`src/rtl/funct_generator_cfg_ctrl_pkg.sv`:
```
// Shared types, register indices and reset values for the function generator
// configuration sequencer.
`ifndef DATA_WIDTH
`define DATA_WIDTH 16
`endif
`ifndef RESET_AMP
`define RESET_AMP 16'h0100
`endif
`ifndef RESET_VALUE
`define RESET_VALUE 16'h0000
`endif

package funct_generator_cfg_ctrl_pkg;

    localparam int CFG_DATA_WIDTH = `DATA_WIDTH;
    localparam int CFG_NUM_REGS   = 3;

    localparam int REG_FREQ = 0;
    localparam int REG_AMP  = 1;
    localparam int REG_WAVE = 2;

    localparam logic [CFG_DATA_WIDTH-1:0] CFG_RESET_AMP   = CFG_DATA_WIDTH'(`RESET_AMP);
    localparam logic [CFG_DATA_WIDTH-1:0] CFG_RESET_VALUE = CFG_DATA_WIDTH'(`RESET_VALUE);

    typedef enum logic [1:0] {
        IDLE  = 2'd0,
        ARMED = 2'd1,
        WRITE = 2'd2,
        CLEAR = 2'd3
    } cfg_state_t;

    // Power-on / clear value of each shadow register
    function automatic logic [CFG_DATA_WIDTH-1:0] reg_reset_value(input int idx);
        logic [CFG_DATA_WIDTH-1:0] val;
        case (idx)
            REG_FREQ: val = CFG_RESET_VALUE;
            REG_AMP:  val = CFG_RESET_AMP;
            REG_WAVE: val = CFG_RESET_VALUE;
            default:  val = CFG_RESET_VALUE;
        endcase
        return val;
    endfunction

endpackage

```
`src/rtl/funct_generator_cfg_ctrl_if.sv`:
```
// Host write channel into the configuration sequencer (valid/ready handshake).
interface funct_generator_cfg_ctrl_if
    import funct_generator_cfg_ctrl_pkg::*;
#(
    parameter int DATA_WIDTH = CFG_DATA_WIDTH
);
    logic                  wr_valid;
    logic                  wr_ready;
    logic [1:0]            wr_addr;
    logic [DATA_WIDTH-1:0] wr_data;

    modport master (
        output wr_valid,
        output wr_addr,
        output wr_data,
        input  wr_ready
    );

    modport slave (
        input  wr_valid,
        input  wr_addr,
        input  wr_data,
        output wr_ready
    );
endinterface

```
`src/rtl/funct_generator_cfg_picker.sv`:
```
// Lowest-set-bit priority encoder over the dirty mask: one-hot, index, any.
module funct_generator_cfg_picker #(
    parameter int NUM_REGS = 3,
    parameter int IDX_W    = 2
) (
    input  logic [NUM_REGS-1:0] dirty,
    output logic [NUM_REGS-1:0] onehot,
    output logic [IDX_W-1:0]    index,
    output logic                any
);

    // Two's-complement trick isolates the lowest set bit; then encode it
    always_comb begin
        onehot = dirty & (~dirty + NUM_REGS'(1));
        any    = |dirty;
        index  = '0;
        for (int i = 0; i < NUM_REGS; i++) begin
            index = index | (onehot[i] ? IDX_W'(i) : IDX_W'(0));
        end
    end

endmodule

```
`src/rtl/funct_generator_cfg_ctrl.sv`:
```
// Configuration sequencer: buffers host writes in shadows and pushes dirty
// registers to the live generator registers only at a phase-wrap sync.
module funct_generator_cfg_ctrl
    import funct_generator_cfg_ctrl_pkg::*;
#(
    parameter int DATA_WIDTH   = CFG_DATA_WIDTH,
    parameter int NUM_REGS     = CFG_NUM_REGS,
    parameter int SYNC_TIMEOUT = 1024
) (
    input  logic                      clk,
    input  logic                      rst,
    funct_generator_cfg_ctrl_if.slave bus,
    input  logic                      commit_req,
    input  logic                      clear_req,
    input  logic                      sync,
    output logic [DATA_WIDTH-1:0]     reg_d,
    output logic [NUM_REGS-1:0]       reg_enh,
    output logic [NUM_REGS-1:0]       reg_clrh,
    output logic                      busy,
    output logic                      commit_done,
    output logic                      timeout_flag,
    output logic                      err_addr
);

    localparam int TIMER_W = $clog2(SYNC_TIMEOUT + 1);
    localparam int IDX_W   = (NUM_REGS > 1) ? $clog2(NUM_REGS) : 1;

    cfg_state_t            state_r;
    logic [NUM_REGS-1:0]   dirty_r;
    logic [DATA_WIDTH-1:0] shadow_r [NUM_REGS];
    logic [TIMER_W-1:0]    timer_r;
    logic                  clear_pend_r;
    logic                  ready_r;
    logic [DATA_WIDTH-1:0] reg_d_r;
    logic [NUM_REGS-1:0]   reg_enh_r;
    logic [NUM_REGS-1:0]   reg_clrh_r;
    logic                  commit_done_r;
    logic                  timeout_flag_r;
    logic                  err_addr_r;

    logic                  wr_ready_s;
    logic                  wr_fire_s;
    logic                  addr_ok_s;
    logic [NUM_REGS-1:0]   wr_sel_s;
    logic [NUM_REGS-1:0]   dirty_next_s;
    logic [NUM_REGS-1:0]   pick_onehot_s;
    logic [IDX_W-1:0]      pick_idx_s;
    logic                  pick_any_s;

    funct_generator_cfg_picker #(
        .NUM_REGS (NUM_REGS),
        .IDX_W    (IDX_W)
    ) u_picker (
        .dirty  (dirty_r),
        .onehot (pick_onehot_s),
        .index  (pick_idx_s),
        .any    (pick_any_s)
    );

    // Host handshake: a coincident clear_req steals the cycle from a write
    always_comb begin
        wr_ready_s   = ready_r && (state_r == IDLE) && !clear_req;
        wr_fire_s    = bus.wr_valid && wr_ready_s;
        addr_ok_s    = ({30'd0, bus.wr_addr} < 32'(NUM_REGS));
        wr_sel_s     = '0;
        for (int i = 0; i < NUM_REGS; i++) begin
            wr_sel_s[i] = wr_fire_s && addr_ok_s && ({30'd0, bus.wr_addr} == 32'(i));
        end
        dirty_next_s = dirty_r | wr_sel_s;
    end

    assign bus.wr_ready  = wr_ready_s;
    assign busy          = (state_r != IDLE) || clear_pend_r;
    assign reg_d         = reg_d_r;
    assign reg_enh       = reg_enh_r;
    assign reg_clrh      = reg_clrh_r;
    assign commit_done   = commit_done_r;
    assign timeout_flag  = timeout_flag_r;
    assign err_addr      = err_addr_r;

    // Sequencer FSM; enh/clrh are staged one edge ahead so they line up with WRITE/CLEAR
    always_ff @(posedge clk) begin
        if (rst) begin
            state_r        <= IDLE;
            dirty_r        <= '0;
            timer_r        <= '0;
            clear_pend_r   <= 1'b0;
            ready_r        <= 1'b0;
            reg_d_r        <= '0;
            reg_enh_r      <= '0;
            reg_clrh_r     <= '0;
            commit_done_r  <= 1'b0;
            timeout_flag_r <= 1'b0;
            err_addr_r     <= 1'b0;
            for (int i = 0; i < NUM_REGS; i++) begin
                shadow_r[i] <= DATA_WIDTH'(reg_reset_value(i));
            end
        end else begin
            ready_r       <= 1'b1;
            reg_d_r       <= '0;
            reg_enh_r     <= '0;
            reg_clrh_r    <= '0;
            commit_done_r <= 1'b0;
            err_addr_r    <= 1'b0;
            case (state_r)
                IDLE: begin
                    if (clear_req) begin
                        state_r    <= CLEAR;
                        reg_clrh_r <= {NUM_REGS{1'b1}};
                    end else begin
                        for (int i = 0; i < NUM_REGS; i++) begin
                            if (wr_sel_s[i]) begin
                                shadow_r[i] <= bus.wr_data;
                            end
                        end
                        dirty_r    <= dirty_next_s;
                        err_addr_r <= wr_fire_s && !addr_ok_s;
                        if (commit_req) begin
                            if (dirty_next_s == '0) begin
                                commit_done_r <= 1'b1;
                            end else begin
                                state_r        <= ARMED;
                                timer_r        <= TIMER_W'(SYNC_TIMEOUT);
                                timeout_flag_r <= 1'b0;
                            end
                        end
                    end
                end
                ARMED: begin
                    if (clear_req) begin
                        state_r    <= CLEAR;
                        reg_clrh_r <= {NUM_REGS{1'b1}};
                    end else if (sync || (timer_r == TIMER_W'(1))) begin
                        state_r   <= WRITE;
                        reg_enh_r <= pick_onehot_s;
                        reg_d_r   <= shadow_r[pick_idx_s];
                        dirty_r   <= dirty_r & ~pick_onehot_s;
                        if (!sync) begin
                            timeout_flag_r <= 1'b1;
                        end
                    end else begin
                        timer_r <= timer_r - TIMER_W'(1);
                    end
                end
                WRITE: begin
                    if (clear_req) begin
                        clear_pend_r <= 1'b1;
                    end
                    if (pick_any_s) begin
                        reg_enh_r <= pick_onehot_s;
                        reg_d_r   <= shadow_r[pick_idx_s];
                        dirty_r   <= dirty_r & ~pick_onehot_s;
                    end else begin
                        commit_done_r <= 1'b1;
                        if (clear_pend_r || clear_req) begin
                            state_r    <= CLEAR;
                            reg_clrh_r <= {NUM_REGS{1'b1}};
                        end else begin
                            state_r <= IDLE;
                        end
                    end
                end
                CLEAR: begin
                    // A clear_req arriving here is redundant with the clear in progress
                    dirty_r      <= '0;
                    clear_pend_r <= 1'b0;
                    state_r      <= IDLE;
                    for (int i = 0; i < NUM_REGS; i++) begin
                        shadow_r[i] <= DATA_WIDTH'(reg_reset_value(i));
                    end
                end
                default: begin
                    state_r <= IDLE;
                end
            endcase
        end
    end

endmodule

```
`src/flat_wrapper.sv`:
```
// flat-port wrapper written by rule: the top's interface ports become plain ports
module funct_generator_cfg_ctrl_flat import funct_generator_cfg_ctrl_pkg::*;
#(
    parameter int DATA_WIDTH   = CFG_DATA_WIDTH,
    parameter int NUM_REGS     = CFG_NUM_REGS,
    parameter int SYNC_TIMEOUT = 1024
)
  (clk, rst, commit_req, clear_req, sync, reg_d, reg_enh, reg_clrh, busy, commit_done, timeout_flag, err_addr, bus_wr_valid, bus_wr_addr, bus_wr_data, bus_wr_ready);
  funct_generator_cfg_ctrl_if #(.DATA_WIDTH(DATA_WIDTH)) bus_i ();
  input  logic clk;
  input  logic rst;
  input  logic commit_req;
  input  logic clear_req;
  input  logic sync;
  output logic [DATA_WIDTH-1:0] reg_d;
  output logic [NUM_REGS-1:0] reg_enh;
  output logic [NUM_REGS-1:0] reg_clrh;
  output logic busy;
  output logic commit_done;
  output logic timeout_flag;
  output logic err_addr;
  input wire logic [$bits(bus_i.wr_valid)-1:0] bus_wr_valid;
  input wire logic [$bits(bus_i.wr_addr)-1:0] bus_wr_addr;
  input wire logic [$bits(bus_i.wr_data)-1:0] bus_wr_data;
  output wire logic [$bits(bus_i.wr_ready)-1:0] bus_wr_ready;
  assign bus_i.wr_valid = bus_wr_valid;
  assign bus_i.wr_addr = bus_wr_addr;
  assign bus_i.wr_data = bus_wr_data;
  assign bus_wr_ready = bus_i.wr_ready;
  funct_generator_cfg_ctrl #(.DATA_WIDTH(DATA_WIDTH), .NUM_REGS(NUM_REGS), .SYNC_TIMEOUT(SYNC_TIMEOUT)) u_core (.clk(clk), .rst(rst), .bus(bus_i), .commit_req(commit_req), .clear_req(clear_req), .sync(sync), .reg_d(reg_d), .reg_enh(reg_enh), .reg_clrh(reg_clrh), .busy(busy), .commit_done(commit_done), .timeout_flag(timeout_flag), .err_addr(err_addr));
endmodule
```
`config.mk`:
```
export PLATFORM = sky130hd
export DESIGN_NAME = funct_generator_cfg_ctrl_flat
export DESIGN_NICKNAME = d
export VERILOG_FILES = /design/src/rtl/funct_generator_cfg_ctrl_pkg.sv /design/src/rtl/funct_generator_cfg_ctrl_if.sv /design/src/rtl/funct_generator_cfg_picker.sv /design/src/rtl/funct_generator_cfg_ctrl.sv /design/src/flat_wrapper.sv
export SDC_FILE = /design/constraint.sdc
export NUM_CORES = 1
export LEC_CHECK = 0
export CAP_MARGIN = 30
export CORE_ASPECT_RATIO = 1.75
export CORE_MARGIN = 10
export CORE_UTILIZATION = 45
export DETAILED_ROUTE_END_ITERATION = 7
export GPL_ROUTABILITY_DRIVEN = 0
export PLACE_DENSITY = 0.67
export SYNTH_ARGS = -nofsm -noshare
export SYNTH_HDL_FRONTEND = slang
export SYNTH_SLANG_ARGS = --single-unit
```
`constraint.sdc`:
```
create_clock -name clk -period 3.65 [get_ports clk]
set_input_delay 0.73 -clock clk [delete_from_list [all_inputs] [get_ports clk]]
set_output_delay 0.73 -clock clk [all_outputs]
set_load 0.1 [all_outputs]
```
==> metrics.txt <==
gr usage total 13.91%; post-synthesis register bit count 89; Row Count 44; cell family with most CP delay buffers and inverters; proportion of synthesized area in mux cells 4.717%; R2R Path End u_core.shadow_r[0][8]; Sw Pwr 0.001046 W; remaining antenna violation count 0; # DRC 0; Post-synth EDFFs 48; register area share after synthesis 59.22%; Max Slew Vio Count 0; Critical Path End bus_wr_ready; post-synthesis adder-cell area fraction 2.293%; initial antenna violation count 0; Yosys cell types 49; Finished Layout Cells 508; ANT cells 0; clock latency at the later pin of the worst-skew pair 0.33 ns; area leader, netlist edfxtp_1; async set-reset flop share out of synthesis 0%; P_leak 1.660 nW; Final Hold Viols 0; top achievable clock speed 369.9 MHz; period utilisation layout 74.06%; Post-Synth Simple-Gate Area 17.88%; nets@finish 420; Layout fillers 761; Int Pwr 0.001988 W; Vias/cell 5.317; CP startpoint kind input pin; largest family of logic cells by synthesized area simple AND/OR/NAND/NOR gates; Largest stage delay, worst path 0.48 ns; synth top area cells edfxtp_1, dfxtp_1, mux2i_1; WP data arrival 1.97 ns; layout cell share with drive strength beyond 1 8.397%; R2R Path Start u_core.state_r[0]; Mapped Cells 338; via count 2701; TritonCTS buffer count 9; CTS tree yes; CP bufs+invs 3; final WL 8285 µm; Setup crit start clear_req; Initial Utilization 45.95%; first-pass GRT wire length 13620 µm; dominant synthesized flop cell edfxtp_1; Peak VDD IR 0.0006913 V; max-cap viol count 0; pwr dens 646.4 nW/µm²; layout overhead on the synthesized area 22.90%; clock buffer depth 2; # H-tree levels 3; port bufs 50; # hold bufs at CTS 0; Chip Width 89.65 µm; post-synthesis cell area 3820 µm²; Setup Buffers After CTS 0; clock root buffer clkbuf_16; Setup TNS 0 ns; worst-path maximum fanout 10; worst reg2reg path depth 6; RSZ-0062 raised after global routing no; vias in the first global route 2752; XOR/XNOR Fraction of Synth Area 0%; Synth Area in Compound Gates 11.56%; total die area 12720 µm²; minimum clock period 2.703 ns; Placeable Area 8313 µm²; Final Skew 0.004160 ns; DR WL/cell 16.31 µm; DR pass1 iterations 4; Slew HR 34.17%; Detailed Place HPWL 5890 µm; Avg Inst Size Synth 11.30 µm²; Crit path depth 4; worst-path cell chain clkdlybuf4s50_1, clkinv_1, and3_1, buf_12; final worst slack 0.9468 ns; status finished clean; Worst Path Required 2.92 ns; die height 141.9 µm; commonest cells after routing, fill and taps aside clkdlybuf4s50_1, edfxtp_1, nor2_1, dfxtp_1, a21oi_1; Tightest Pin Transition 0.9843 ns; Switching Share 34.49%; Sequential Power Share 41.1%; DRT iter0 DRCs 115; clock sinks 89; critical path class in -> out; CP endpoint kind output pin; Critical Path Slowest Stage Cell clkdlybuf4s50_1; largest net degree at the start of global routing 34; placed insts 493; setup violators final 0; Place WS 0.8577 ns; Yosys warnings 0; setup slack, reg-to-reg 1.45 ns; GRT overflow 0; Ports 51; proportion of netlist area held by the largest area contributor 37.73%; post-cts gate resize count 0; Mapped Nets 369; Worst-path clk slew 0.06 ns; clock power share 28.8%; Comb power frac 30.1%; HP Class reg -> reg
## worst min path at each step
stage	from	to	depth (start not counted)
4_1_cts	u_core.shadow_r[2][13]	u_core.reg_d[13]	2
6_report	u_core.shadow_r[2][2]	u_core.reg_d[2]	2
5_1_grt	u_core.shadow_r[2][3]	u_core.reg_d[3]	2
3_5_place_dp	u_core.shadow_r[2][13]	u_core.reg_d[13]	2
3_3_place_gp	u_core.shadow_r[2][1]	u_core.reg_d[1]	2
2_1_floorplan	u_core.shadow_r[2][0]	u_core.reg_d[0]	2
## state kept, by name, summed over array words and instances, names as in the netlist
register and cells:
u_core.commit_done 1, u_core.reg_d 16, u_core.err_addr 1, u_core.state_r 2, u_core.dirty_r 3, u_core.ready_r 1
u_core.reg_enh 3, u_core.clear_pend_r 1, u_core.timer_r 11, u_core.timeout_flag 1, u_core.shadow_r 48, u_core.reg_clrh 1
## power groups by stage
stage / registers (W) / logic (W) / clock network [W]
6_report: 0.00125 / 0.000914 / 0.000874
3_5_place_dp: 0.00127 / 0.000915 / 0
3_3_place_gp: 0.00126 / 0.000910 / 0
5_1_grt: 0.00126 / 0.000998 / 0.000937
4_1_cts: 0.00125 / 0.000921 / 0.000895
2_1_floorplan: 0.00133 / 0.000653 / 0
## metrics by stage
step	utilization, %	power (W)	hold WS [ns]	cell area (µm²)
after global routing	56.47	0.003196	0.4943	4695
after floorplan	-	0.001980	0.4474	3820
final	56.47	0.003034	0.4735	4695
after detailed placement	53.12	0.002183	0.4630	4415
after CTS	56.47	0.003063	0.4775	4695
after global placement	53.12	0.002173	0.4521	4415
## Yosys cell counts, types with 2 or more instances
cell / number
buf_2: 5
a21oi_1: 32
buf_6: 3
nor2b_1: 4
nand2_1: 11
buf_4: 3
nand4b_1: 2
or4_1: 10
and3b_1: 2
dfxtp_1: 41
o22ai_1: 2
nand4_1: 3
nor2_2: 2
o31ai_1: 10
ha_1: 7
nand3_1: 3
clkbuf_1: 5
o21ai_0: 8
inv_1: 10
nor3_1: 13
and4_1: 2
edfxtp_1: 48
nand2b_1: 6
clkinv_1: 2
and2_1: 18
a22oi_1: 3
nor2_1: 44
mux2i_1: 18
## logic make-up after synthesis
logic type,count (synthesis)
multiplexers,18
flip-flops,89
AND/OR/NAND/NOR,127
AO/OA/AOI/OAI,68
adder cells (fa/ha/maj),7
buffers and inverters,29
## worst register-to-register path: cells and delay by family, from the launching register on
kind | cells | cell delay (ns)
and+or+nand+nor | 3 | 0.79
adders and majority gates | 1 | 0.39
buffers and inverters | 2 | 0.37
DFF | 1 | 0.34
## layout make-up
cell class / instances / area [µm²] / share of cell area, %
tap: 115 / 143.9 / 3.065
clock buffer: 11 / 232.7 / 4.957
clock inverter: 4 / 46.29 / 0.9861
multi-input combinational: 220 / 1404 / 29.90
sequential: 89 / 2262 / 48.19
inverter: 12 / 45.04 / 0.9595
timing repair buffer: 57 / 560.5 / 11.94
## metal layers
layer  part of all wire, %  up-vias  track usage, %  wire, µm
met2                    54       50           24.88      4479
met1                    39     1301           14.08      3251
li1                      -     1335               -         -
met4                   2.4        0           6.818       197
met3                   4.3       15           3.842       357
met5                     0        -               0         0
Power figures use the tool's default switching activity.
